## config.mk

```make
export PLATFORM = sky130hd
export DESIGN_NAME = mem_port_arbiter
export DESIGN_NICKNAME = d
export VERILOG_FILES = /design/src/rtl/mem_port_arbiter.sv
export SDC_FILE = /design/constraint.sdc
export NUM_CORES = 1
export LEC_CHECK = 0
export ABC_AREA = 0
export ABC_CLOCK_PERIOD_IN_PS = 1700
export CORE_AREA = 5 5 105 107
export CTS_CLUSTER_SIZE = 14
export DETAILED_ROUTE_END_ITERATION = 8
export DIE_AREA = 0 0 110 112
export GPL_TIMING_DRIVEN = 0
export PLACE_DENSITY_LB_ADDON = 0.12
export SYNTH_ARGS = -nofsm -noshare
export SYNTH_HDL_FRONTEND = slang
export SYNTH_SLANG_ARGS = --single-unit
export TNS_END_PERCENT = 1
```

## constraint.sdc

```tcl
create_clock -name clk -period 1.7 [get_ports clk]
set_clock_uncertainty 0.15 [all_clocks]
set_input_delay 0.34 -clock clk [delete_from_list [all_inputs] [get_ports clk]]
set_output_delay 0.34 -clock clk [all_outputs]
set_load 0.1 [all_outputs]
```

## src/rtl/mem_port_arbiter.sv

```systemverilog
// Two-requester arbiter sharing one single-port memory between instruction fetch and data.
// Data wins by default; fetch is forced through after STARVE_MAX consecutive data grants.
module mem_port_arbiter #(
    parameter int ADDR_WIDTH = 32,
    parameter int DATA_WIDTH = 32,
    parameter int STARVE_MAX = 4
) (
    input  logic                                  clk,
    input  logic                                  rst_n,
    input  logic                                  if_req,
    input  logic [ADDR_WIDTH-1:0]                 if_addr,
    output logic                                  if_gnt,
    output logic                                  if_rvalid,
    output logic [DATA_WIDTH-1:0]                 if_rdata,
    input  logic                                  d_req,
    input  logic                                  d_we,
    input  logic [2:0]                            d_op,
    input  logic [ADDR_WIDTH-1:0]                 d_addr,
    input  logic [DATA_WIDTH-1:0]                 d_wdata,
    output logic                                  d_gnt,
    output logic                                  d_rvalid,
    output logic [DATA_WIDTH-1:0]                 d_rdata,
    output logic                                  mem_en,
    output logic                                  mem_we,
    output logic [2:0]                            mem_op,
    output logic [ADDR_WIDTH-1:0]                 mem_addr,
    output logic [DATA_WIDTH-1:0]                 mem_wdata,
    input  logic [DATA_WIDTH-1:0]                 mem_rdata,
    output logic                                  stall,
    output logic [1:0]                            dbg_rsp_owner,
    output logic [$clog2(STARVE_MAX+1)-1:0]       dbg_starve_cnt
);
    localparam int CW = $clog2(STARVE_MAX + 1);
    localparam logic [CW-1:0] STARVE_LIM = CW'(STARVE_MAX);
    localparam logic [2:0] OP_WORD = 3'b010;

    typedef enum logic [1:0] {
        OWN_NONE = 2'd0,
        OWN_IF   = 2'd1,
        OWN_D    = 2'd2
    } owner_t;

    // Handshake: a requester holds req and its attributes until it sees gnt
    // in the same cycle; read data returns with rvalid exactly one cycle later.
    owner_t        rsp_owner;
    logic [CW-1:0] starve_cnt;

    always_comb begin
        if_gnt = 1'b0;
        d_gnt  = 1'b0;
        // rst_n is active-high: 1 holds the block in reset.
        if (!rst_n) begin
            if (if_req && (!d_req || starve_cnt == STARVE_LIM)) begin
                if_gnt = 1'b1;
            end else if (d_req) begin
                d_gnt = 1'b1;
            end
        end
    end

    always_comb begin
        mem_en    = 1'b0;
        mem_we    = 1'b0;
        mem_op    = 3'b000;
        mem_addr  = '0;
        mem_wdata = '0;
        if (if_gnt) begin
            mem_en   = 1'b1;
            mem_op   = OP_WORD;
            mem_addr = if_addr;
        end else if (d_gnt) begin
            mem_en    = 1'b1;
            mem_we    = d_we;
            mem_op    = d_op;
            mem_addr  = d_addr;
            mem_wdata = d_wdata;
        end
    end

    always_ff @(posedge clk) begin
        if (rst_n) begin
            rsp_owner  <= OWN_NONE;
            starve_cnt <= '0;
        end else begin
            if (if_gnt) begin
                rsp_owner <= OWN_IF;
            end else if (d_gnt && !d_we) begin
                rsp_owner <= OWN_D;
            end else begin
                rsp_owner <= OWN_NONE;
            end

            if (if_gnt || !if_req) begin
                starve_cnt <= '0;
            end else if (d_gnt && starve_cnt != STARVE_LIM) begin
                starve_cnt <= starve_cnt + 1'b1;
            end
        end
    end

    // A response still owed when reset arrives is dropped, not presented.
    assign if_rvalid = (rsp_owner == OWN_IF) && !rst_n;
    assign d_rvalid  = (rsp_owner == OWN_D) && !rst_n;
    assign if_rdata  = if_rvalid ? mem_rdata : '0;
    assign d_rdata   = d_rvalid ? mem_rdata : '0;

    assign stall = !rst_n && ((if_req && !if_gnt) || (d_req && !d_gnt));

    assign dbg_rsp_owner  = rsp_owner;
    assign dbg_starve_cnt = starve_cnt;
endmodule

```

[Word-level counts from Yosys, hierarchy flattened]
Index checks and enable logic that the tools add are counted.
Word-level totals
  register bits after elaboration: 5
  output and inout port bits: 143
  word-level logic and storage cells: 46
Cells by class
  $add $sub $neg: 1
  eq/ne operators: 4
  mux-type cells: 19
  reductions and logical operators: 19
Operators with widths (number)
  32-bit 2-to-1 mux: 6
  1-bit 2-to-1 mux: 10
  1-bit logical AND: 8
  1-bit zero test: 6
  3-bit 2-to-1 mux: 2
  2-bit OR reduction: 2
  3-bit by 1-bit adder with 3-bit output, second input constant: 1
  3-bit equality test, second input constant: 1
  1-bit logical OR: 3
  3-bit inequality test, second input constant: 1
  2-bit by 1-bit equality test with 1-bit output, second input constant: 1
  2-bit equality test, second input constant: 1
  2-bit 2-to-1 mux: 1

[Depth between registers and ports, before layout]
Gate-level depths: netlist of run 1.
  word-level depth: 9
  gate-level depth with buffers: 7

[Least setup slack after synthesis of run 1]
No wires, ideal clock.
  path type: register to output
  start: register rsp_owner[1] (netlist: dbg_rsp_owner[1])
  end: output port d_rdata[22]
  data arrival time: 3229 ps
  data required time: 1210 ps
  slack: -2019 ps
  cell stages (with the launch flop): 4
  buffers on the path: 1
  cells stage by stage: dfxtp_1 -> nor3b_2 -> clkbuf_1 -> and2_1
Between the ends
  word-level cells in the longest chain between the ends: 3
RTL lines
  from (decl): line 45  | owner_t rsp_owner;
  from (signal assigned): line 82  | rsp_owner <= OWN_NONE;
  from (signal assigned): line 86  | rsp_owner <= OWN_IF;
  from (signal assigned): line 88  | rsp_owner <= OWN_D;
  2-bit equality test: line 103  | assign d_rvalid = (rsp_owner == OWN_D) && !rst_n;
  1-bit logical AND: line 103
  named net d_rvalid: line 21  | output logic d_rvalid,
  32-bit 2-to-1 mux: line 105  | assign d_rdata = d_rvalid ? mem_rdata : '0;
  to (decl): line 22  | output logic [DATA_WIDTH-1:0] d_rdata,
The timed path passes the listed nets, and every way through them passes these cells.

[Worst setup path in the final report of run 1]
  start: register starve_cnt[1] (netlist: dbg_starve_cnt[1])
  end: output port mem_addr[5]
Between the ends
  word-level cells in the longest chain between the ends: 7
RTL lines
  from (decl): line 46  | logic [CW-1:0] starve_cnt;
  from (signal assigned): line 96  | starve_cnt <= starve_cnt + 1'b1;
  3-bit equality test (*): line 53  | if (if_req && (!d_req || starve_cnt == STARVE_LIM)) begin
  1-bit logical OR (*): line 53
  1-bit logical AND (*): line 53
  1-bit 2-to-1 mux: line 53
  1-bit 2-to-1 mux: line 52  | if (!rst_n) begin
  32-bit 2-to-1 mux: line 71  | end else if (d_gnt) begin
  32-bit 2-to-1 mux (*): line 67  | if (if_gnt) begin
  to (decl): line 26  | output logic [ADDR_WIDTH-1:0] mem_addr,
Mark *: on every way between the ends. The rest lies on a longest branch, timed or not.

==> impl_metrics.tcl, run 1 <==
set metrics [dict create \
    status "finished, violations left" \
    violations "setup timing" \
    syn_inst 178 \
    min_path_cells 2 \
    ys_async_sr_fraction 0 \
    fp.dieW_um 110 \
    initial_core_util 0.129 \
    ant_nets 0 \
    regToRegSetupSlack_ps 270 \
    grt_start_max_net_pins 11 \
    clockBufferDepth 2 \
    syn-num-nets 316 \
    area_growth_pct 358 \
    place.gp.congestion 0.748 \
    tns_ps -46600 \
    grt_pass1_wl_um 14900 \
    clock_latency_ps 220 \
    setup_viol 138 \
    wl_per_cell_um 16.9 \
    place_area_um2 4720 \
    cp.required_ps 1210 \
    powerDensity_nw_per_um2 385 \
    peakVddDrop_v 0.000250 \
    critical_path.max_fanout 5 \
    max_slew_margin 0.620 \
    worst_slack_ps -451 \
    firstDrtPassIters 4 \
    synth.distinct_cells 21 \
    port_buffers 278 \
    yosysWarnings 0 \
    ys_ff_latch 5 \
    arrival_ps 1660 \
    drv_cap 0 \
    grt_pass1_vias 2736 \
    p_comb_frac 0.852 \
    vias_per_cell 4.11 \
    vias 2483 \
    leakage_nw 2.60 \
    core_area_um2 10000 \
    cts-buffers-inserted 3 \
    nets 607 \
    r2r_end "dbg_rsp_owner[1]$_SDFF_PP0_" \
    drt_iter0_drc 69 \
    ys_seq_area_frac 0.0775 \
    fill_cells 848 \
    diodes 0 \
    cts_tree "yes" \
    p_sw_w 0.00117 \
    drv_slew 0 \
    wl_um 10200 \
    cts.sinks 5 \
    synth_ff_type "dfxtp_1" \
    cp-start-kind "register" \
    power_frac_seq 0.053 \
    reg2reg_from "dbg_starve_cnt[1]$_SDFFE_PP0P_" \
    grt.total_usage 0.155 \
    cts-root-buf "clkbuf_8" \
    synth-edff-count 0 \
    drc_errors 0 \
    min_to "dbg_rsp_owner[0]$_SDFF_PP0_" \
    rsz0062_at_grt "true" \
    hold_viol_final 0 \
    place_inst 592 \
    period_needed_ps 2150 \
    r2r_cells 6 \
    worst_pin_slew_ps 573 \
    htree_levels 1 \
    internal_power_w 0.00111 \
    ioPinCount 279 \
    synthesis.area_um2 1290 \
    swShare 0.514 \
    clkPwrFrac 0.096 \
    hold_class "primary input to register" \
    finalNonFillerCells 604 \
    fmax_ghz 0.465 \
    worstSetupPathType "register to primary output" \
    hold_buffers 0 \
    design_area_um2 5910 \
    grt.overflow.total 0 \
    min_from "d_req" \
    cp-end-kind "primary output" \
    antenna_found_initial 0 \
    die_height_um 112 \
    placementRows 37 \
    final_util 0.588 \
    avgSynthCellArea_um2 7.25 \
    hpwl_um 8350 \
    fin_crit_sh 1.27 \
    clk_pin_slew_ps 40 \
    layout-drive-gt1-share 0.684 \
    fp.dieArea_um2 12300 \
]
## registers in the layout (all words and copies together), names as in the netlist
signal and count:
dbg_starve_cnt 3, dbg_rsp_owner 2
## metal layers
metal	vias to the layer above	global-route usage	wire length, um
met4	0	0.0224	141
li1	1211	-	-
met1	1126	0.151	3140
met3	10	0.0580	1020
met2	136	0.305	5900
met5	-	0	0
## worst max-delay path, stage by stage, from the launching register on
cell and delay [ps]:
dfxtp_4 350, inv_4 60, ha_4 160, nand3_4 90
and2_4 230, clkbuf_16 170, a22o_4 220, buf_12 160
## worst max path at each step
stage,start,endpoint,slack [ps],cells after the start
global placement,rst_n,mem_addr[11],-1780,6
CTS,dbg_starve_cnt[0]$_SDFFE_PP0P_,mem_addr[6],-460,7
detailed placement,rst_n,mem_addr[11],-1790,6
finish,dbg_starve_cnt[1]$_SDFFE_PP0P_,mem_addr[5],-450,7
floorplan,dbg_starve_cnt[0]$_SDFFE_PP0P_,mem_addr[23],-450,7
global route,dbg_starve_cnt[1]$_SDFFE_PP0P_,mem_addr[5],-510,7
## final cells by class
| type | instances | area (um2) | share of cell area |
|---|---|---|---|
| well taps | 136 | 170 | 0.0288 |
| flip-flops and latches | 5 | 119 | 0.0201 |
| plain buffers | 19 | 251 | 0.0426 |
| inverters | 2 | 12.5 | 0.00212 |
| clock buffers | 4 | 45.0 | 0.00762 |
| multi-input cells | 152 | 1620 | 0.275 |
| repair buffers | 286 | 3690 | 0.624 |
## placed cells by master, fill, tap and decap left out, drive strengths merged
cell | netlist | routed
nand3 | 1 | 1
nand2b | 1 | 1
a21oi | 2 | 2
nand2 | 1 | 1
nor2b | 3 | 3
inv | 2 | 2
buf | 11 | 159
mux2i | 1 | 1
nor3b | 2 | 2
dlygate4sd2 | 0 | 1
and3 | 37 | 37
a22o | 32 | 32
dfxtp | 5 | 5
clkbuf | 9 | 16
clkdlybuf4s50 | 0 | 132
clkdlybuf4s15 | 0 | 1
a21o | 1 | 1
or2 | 1 | 1
ha | 2 | 2
and2 | 66 | 67
nor2 | 1 | 1
## cell usage after synthesis (2+ instances only)
cell type,instances,area share
and3_1,37,0.18
and2_1,66,0.32
nor2b_1,3,0.015
a22o_1,32,0.22
buf_2,4,0.016
ha_1,2,0.019
inv_1,2,0.0058
buf_4,3,0.017
dfxtp_1,5,0.078
buf_6,4,0.035
clkbuf_1,9,0.026
nor3b_2,2,0.019
## power by group through the flow
stage / Sequential (W) / Combinational, W / Clock (W)
floorplan: 0.000143 / 0.00105 / 0
global placement: 0.000121 / 0.00164 / 0
detailed placement: 0.000121 / 0.00164 / 0
CTS: 0.000120 / 0.00189 / 0.000224
global route: 0.000120 / 0.00200 / 0.000239
finish: 0.000120 / 0.00194 / 0.000218
## timing repair
| item | 4_1_cts | 5_1_grt |
|---|---|---|
| endpoints found under the hold margin | 0 | 0 |
| resized for setup | 1112 | 107 |
| buffers inserted | 5 | 1 |
| gates cloned | 1 | 2 |
| endpoints found under the setup margin | 143 | 143 |
| pin swaps | 10 | 2 |
## logic make-up after synthesis
kind of cell / count (synthesis) / share of synthesized area
compound gates: 35 / 0.239
fa+ha+maj: 2 / 0.0194
buf+inv: 22 / 0.0998
flops: 5 / 0.0775
mux: 1 / 0.00775
simple gates: 113 / 0.556
## metrics by stage
step	hold slack, ps	setup slack (ps)	power, W
4_1_cts	372	-459	0.00223
2_1_floorplan	252	-446	0.00119
3_5_place_dp	415	-1790	0.00176
6_report	219	-451	0.00228
3_3_place_gp	403	-1780	0.00176
5_1_grt	243	-512	0.00236
Note: power is estimated with default switching activity, not from simulation.
==> inputs of run 2 (changes only) <==
Settings changed: ABC_AREA 0 to 1, CORE_AREA 5 5 105 107 to 5 5 106 108, DIE_AREA 0 0 110 112 to 0 0 111 113, GPL_TIMING_DRIVEN 0 to 1.
==> run 2 against run 1 <==
Against the previous run:
- the run still ends with setup timing left
- sequential share of layout area shrank 0.42 points
- combinational power up 9%
- cell count is 26% higher
- critical path type unchanged
==> impl_metrics.tcl, run 2 <==
set metrics [dict create \
    mostFrequentLayoutCells "154 x buf_12, 132 x clkdlybuf4s50_1, 99 x nor2_4, 69 x inv_1, 35 x nand2_2" \
    wl_met3_um 1200 \
    synth-compound-area-share 0 \
    fmax_ghz 0.480 \
    die_height_um 113 \
    vias_per_cell 4.23 \
    synth_ff_type "dfxtp_1" \
    synth_top_cell_area_share 0.264 \
    final_common_cell "buf_12" \
    critical_path.max_fanout 9 \
    yosys.area.top_type "nor2_1" \
    grt_start_max_net_pins 23 \
    drc_errors 0 \
    r2r_end "dbg_rsp_owner[1]$_SDFF_PP0_" \
    synthMuxAreaShare 0 \
    clockBufferDepth 2 \
    synth.distinct_cells 13 \
    ys_ff_latch 5 \
    synthesis.area_um2 1490 \
    worstSetupPathType "register to primary output" \
    cp_slowest_cell "dfxtp_4" \
    synth-edff-count 0 \
    design_area_um2 7310 \
    cts-root-buf "clkbuf_8" \
    hold_class "register to register" \
    core_area_um2 10100 \
    grt.total_usage 0.187 \
    drt_iter0_drc 137 \
    r2r_cells 8 \
    htree_levels 1 \
    ant_nets 0 \
    cts.sinks 5 \
    path_depth 9 \
    ys_async_sr_fraction 0 \
    placementRows 37 \
    place_inst 748 \
    syn_inst 326 \
    cts-buffers-inserted 3 \
    yosys.area_share.simple 0.622 \
    antenna_found_initial 0 \
    period_needed_ps 2080 \
    yosys-top-cells-area "nor2_1 26%, inv_1 19%, nand4_1 13%, nand3_1 11%, nand2_1 10%" \
    cp.required_ps 1210 \
    largest_reg_flops 3 \
    nets 764 \
    worst_slack_ps -382 \
    finalNonFillerCells 761 \
    drv_slew 0 \
    port_buffers 278 \
    synth_top_family_by_area "simple AND/OR/NAND/NOR gates" \
    clock_latency_ps 220 \
    hold_viol_final 0 \
    crit_family "simple AND/OR/NAND/NOR gates" \
    initial_core_util 0.147 \
    route.met2.wl_um 6520 \
    yosys-top-cells-count "105 x nor2_1, 76 x inv_1, 40 x nand2_1" \
    firstDrtPassIters 4 \
    startpoint "dbg_starve_cnt[1]$_SDFFE_PP0P_" \
    violations "setup timing" \
    critPathBufInv 3 \
    vias 3216 \
    leakage_nw 3.04 \
    highest_layer "met4" \
    layout-drive-gt1-share 0.565 \
    wl_um 12000 \
    final_util 0.721 \
    drv_cap 0 \
    wl_per_cell_um 15.8 \
    fill_cells 725 \
    setup_viol 135 \
    avgSynthCellArea_um2 4.57 \
    grt_pass1_vias 3548 \
    diodes 0 \
    cts_tree "yes" \
    max_slew_margin 0.802 \
    synth_fa_ha_area_frac 0.0168 \
    area_growth_pct 390 \
    status "finished, violations left" \
    ys_seq_area_frac 0.0671 \
    ioPinCount 279 \
    cp-start-kind "register" \
    fin_crit_sh 1.22 \
    rsz0062_at_grt "true" \
    dp_slack_ps -558 \
    hpwl_um 10500 \
    synth_xor_area_frac 0.00587 \
    reg2reg_from "dbg_starve_cnt[1]$_SDFFE_PP0P_" \
    syn-num-nets 464 \
    clk_pin_slew_ps 40 \
    worst_pin_slew_ps 297 \
    peakVddDrop_v 0.000225 \
    arrival_ps 1590 \
    critPathMaxStageDelay_ps 340 \
    yosysWarnings 0 \
    place.gp.congestion 0.841 \
    cp-endpoint "mem_wdata[18]" \
    regToRegSetupSlack_ps 300 \
    powerDensity_nw_per_um2 337 \
    yosysMostFrequentCell "nor2_1" \
    met1_length_um 3930 \
    grt_pass1_wl_um 19100 \
    power_w 0.00246 \
    cp-end-kind "primary output" \
    path_cells "inv_2 > ha_4 > nand2_4 > nand2_4 > nand2_8 > nand2_8 > buf_16 > nor2_4 > buf_12" \
    place_area_um2 7010 \
    fp.dieArea_um2 12500 \
    fp.dieW_um 111 \
    grt.overflow.total 0 \
]
==> run 2: cell types whose count changed in the layout (fill, tap and decap cells not counted), moves of 9 or more <==
cell | before | now
buf_8 | 13 | 0
nor2_4 | 0 | 99
and2_4 | 19 | 0
and3_2 | 9 | 0
buf_6 | 56 | 8
buf_12 | 77 | 154
a22o_4 | 28 | 0
buf_4 | 12 | 21
nand3_1 | 0 | 28
inv_1 | 0 | 69
and2_2 | 42 | 0
and3_4 | 26 | 0
nand4_1 | 0 | 32
nand2_2 | 0 | 35
==> run 2: power by group <==
group / leakage [nW] / total (W) / switching (W) / internal, W
clock: 0.0228 / 0.000218 / 0.0000571 / 0.000161
combinational: 2.97 / 0.00212 / 0.00126 / 0.000858
sequential: 0.0442 / 0.000121 / 0.00000411 / 0.000117
==> run 2: final cells by class <==
class	count	area, um2	share of cell area
clock buffer	4	45.0	0.00616
tap	136	170	0.0233
multi-input combinational	216	1910	0.262
timing repair buffer	321	4750	0.651
inverter	79	309	0.0423
sequential	5	116	0.0159
==> run 2: how the worst min path moves through the flow <==
stage | startpoint | end | slack [ps] | cells past startpoint
2_1_floorplan | d_we | dbg_rsp_owner[1]$_SDFF_PP0_ | 250 | 1
3_3_place_gp | dbg_starve_cnt[0]$_SDFFE_PP0P_ | dbg_starve_cnt[0]$_SDFFE_PP0P_ | 390 | 2
3_5_place_dp | dbg_starve_cnt[0]$_SDFFE_PP0P_ | dbg_starve_cnt[0]$_SDFFE_PP0P_ | 390 | 2
4_1_cts | dbg_starve_cnt[0]$_SDFFE_PP0P_ | dbg_starve_cnt[0]$_SDFFE_PP0P_ | 410 | 2
5_1_grt | dbg_starve_cnt[0]$_SDFFE_PP0P_ | dbg_starve_cnt[0]$_SDFFE_PP0P_ | 420 | 2
6_report | dbg_starve_cnt[0]$_SDFFE_PP0P_ | dbg_starve_cnt[0]$_SDFFE_PP0P_ | 400 | 2
==> run 2: kinds of logic (layout without fill, tap and decap cells) <==
logic type | after synthesis | in the layout
flip-flops | 5 | 5
AND/OR/NAND/NOR | 213 | 213
adder cells (fa/ha/maj) | 2 | 2
XOR/XNOR | 1 | 1
buffers and inverters | 105 | 404
==> run 2: worst min-delay path, cell delays in order (launching register included) <==
cell	delay [ps]
dfxtp_4	340
buf_4	130
nor2_1	50
==> run 2: through the flow <==
step	hold slack, ps	TNS, ps
3_3_place_gp	386	-57330
4_1_cts	410	-54380
2_1_floorplan	253	-70510
6_report	403	-29150
3_5_place_dp	388	-59840
5_1_grt	422	-38200
==> run 2: repair_timing <==
action                     in CTS  in global routing
buffers inserted                5                  1
gates cloned                    2                  1
resized for setup              15                 24
hold buffers                    0                  0
setup endpoints to repair     138                138
pin swaps                       0                  8
==> run 2: layer usage <==
layer  up-vias  global-route usage
met2       182               0.350
met3        22              0.0791
met4         0              0.0534
met1      1435               0.191
li1       1577                   -
met5         -                   0
==> inputs of run 3 (changes only) <==
Settings changed: ABC_CLOCK_PERIOD_IN_PS 1700 to 2500, CORE_AREA 5 5 106 108 to 5 5 105 107, DIE_AREA 0 0 111 113 to 0 0 110 112.
Clock period 1.7 ns to 2.5 ns, I/O delays scaled along.
==> run 3 against run 2 <==
Against the previous run:
- the run now ends clean
- critical path depth is the same
- via count fell by 0.37%
- non-clock buffer count is 9 lower
- flip-flop and latch count stayed put
- critical path type unchanged
- critical endpoint is now mem_wdata[1]
==> impl_metrics.tcl, run 3 (synthesis results as in run 2) <==
set metrics [dict create \
    status "finished, final reports clean" \
    fp.dieW_um 110 \
    arrival_ps 1710 \
    hold_class "register to register" \
    cts-root-buf "clkbuf_8" \
    drv_slew 0 \
    max_slew_margin 0.804 \
    cp-end-kind "primary output" \
    worstSetupPathType "register to primary output" \
    hold_viol_final 0 \
    firstDrtPassIters 4 \
    cts_tree "yes" \
    fmax_ghz 0.424 \
    grt.total_usage 0.173 \
    period_needed_ps 2360 \
    final_util 0.703 \
    drt_iter0_drc 92 \
    drc_errors 0 \
    grt_pass1_wl_um 17200 \
    worst_pin_slew_ps 296 \
    placementRows 37 \
    rsz0062_at_grt "false" \
    die_height_um 112 \
    clock_latency_ps 220 \
    fin_crit_sh 0.942 \
    core_area_um2 10000 \
    largest_reg_flops 3 \
    setup_viol 0 \
    wl_um 11400 \
    place_area_um2 6920 \
    leakage_nw 3.02 \
    tns_ps 0 \
    cp-start-kind "register" \
    ant_nets 0 \
    fp.dieArea_um2 12300 \
    critical_path.max_fanout 7 \
    port_buffers 278 \
    hold_buffers 0 \
    nets 755 \
    powerDensity_nw_per_um2 232 \
    diodes 0 \
    clk_pin_slew_ps 30 \
    cts.sinks 5 \
    final_common_cell "buf_12" \
    wl_per_cell_um 15.2 \
    grt_pass1_vias 3294 \
    htree_levels 1 \
    hpwl_um 10300 \
    cts-buffers-inserted 3 \
    grt_start_max_net_pins 25 \
    grt.overflow.total 0 \
    power_w 0.00164 \
    area_growth_pct 374 \
    peakVddDrop_v 0.000171 \
    layout-drive-gt1-share 0.529 \
    clockBufferDepth 2 \
    design_area_um2 7060 \
    initial_core_util 0.148 \
    vias_per_cell 4.26 \
    mostFrequentLayoutCells "151 x buf_12, 132 x clkdlybuf4s50_1, 93 x nor2_4, 75 x inv_1, 33 x nand2_2" \
    place.gp.congestion 0.806 \
    cp.required_ps 1850 \
    antenna_found_initial 0 \
    ioPinCount 279 \
    vias 3204 \
    drv_cap 0 \
    hold_slack_ps 281 \
]
run 3: changes by cell type in the layout (fill, tap and decap cells not counted), sizes merged:
cell	previous run	this run
buf	185	175
clkinvlp	2	1
dlygate4sd2	2	0
dlymetal6s2s	0	3
inv	77	78
run 3: through the flow:
step / worst slack [ps] / std cells
final: 144 / 752
after global routing: 42.5 / 752
after CTS: 23.6 / 750
after detailed placement: 2.49 / 746
after global placement: 29.8 / 746
after floorplan: -164 / 326
run 3: worst max-delay path, stage by stage (launching register included):
cell and delay, ps:
dfxtp_4 350, inv_1 40, ha_1 180, nand2_1 110
nand2_2 100, nand2_4 120, nand2_8 100, clkbuf_16 190
nor2_4 110, buf_12 180
run 3: cell type report:
class,count,area [um2]
timing repair buffer,312,4630
fill,787,2980
inverter,79,303
sequential,5,111
multi-input combinational,216,1800
tap,136,170
clock buffer,4,45.0
run 3: per-layer routing:
layer  GRT usage  up-vias  wire length (um)
li1            -     1560                 -
met1       0.165     1470              3350
met2       0.344      160              6530
met3      0.0574       14              1340
met4      0.0407        0               209
met5           0        -                 0
run 3: path summary, 6_finish.rpt:
kind	start	end	slack (ps)	cells after the start
min reg2reg	dbg_starve_cnt[0]$_SDFFE_PP0P_	dbg_starve_cnt[0]$_SDFFE_PP0P_	280	1
max reg2reg	dbg_starve_cnt[0]$_SDFFE_PP0P_	dbg_rsp_owner[1]$_SDFF_PP0_	1020	8
min	dbg_starve_cnt[0]$_SDFFE_PP0P_	dbg_starve_cnt[0]$_SDFFE_PP0P_	280	1
max	dbg_starve_cnt[0]$_SDFFE_PP0P_	mem_wdata[1]	140	9
run 3: repair_timing:
action	4_1_cts	5_1_grt
setup buffers	0	0
cloned	0	2
endpoints found under the setup margin	1	71
gates resized for setup	1	13
pin swaps	0	0
run 3: power breakdown:
group,total [W],internal [W],switching (W),leakage [nW]
registers,0.0000831,0.0000812,0.00000196,0.0436
logic,0.00141,0.000566,0.000844,2.95
clock network,0.000144,0.000109,0.0000353,0.0228
total,0.00164,0.000757,0.000881,3.02
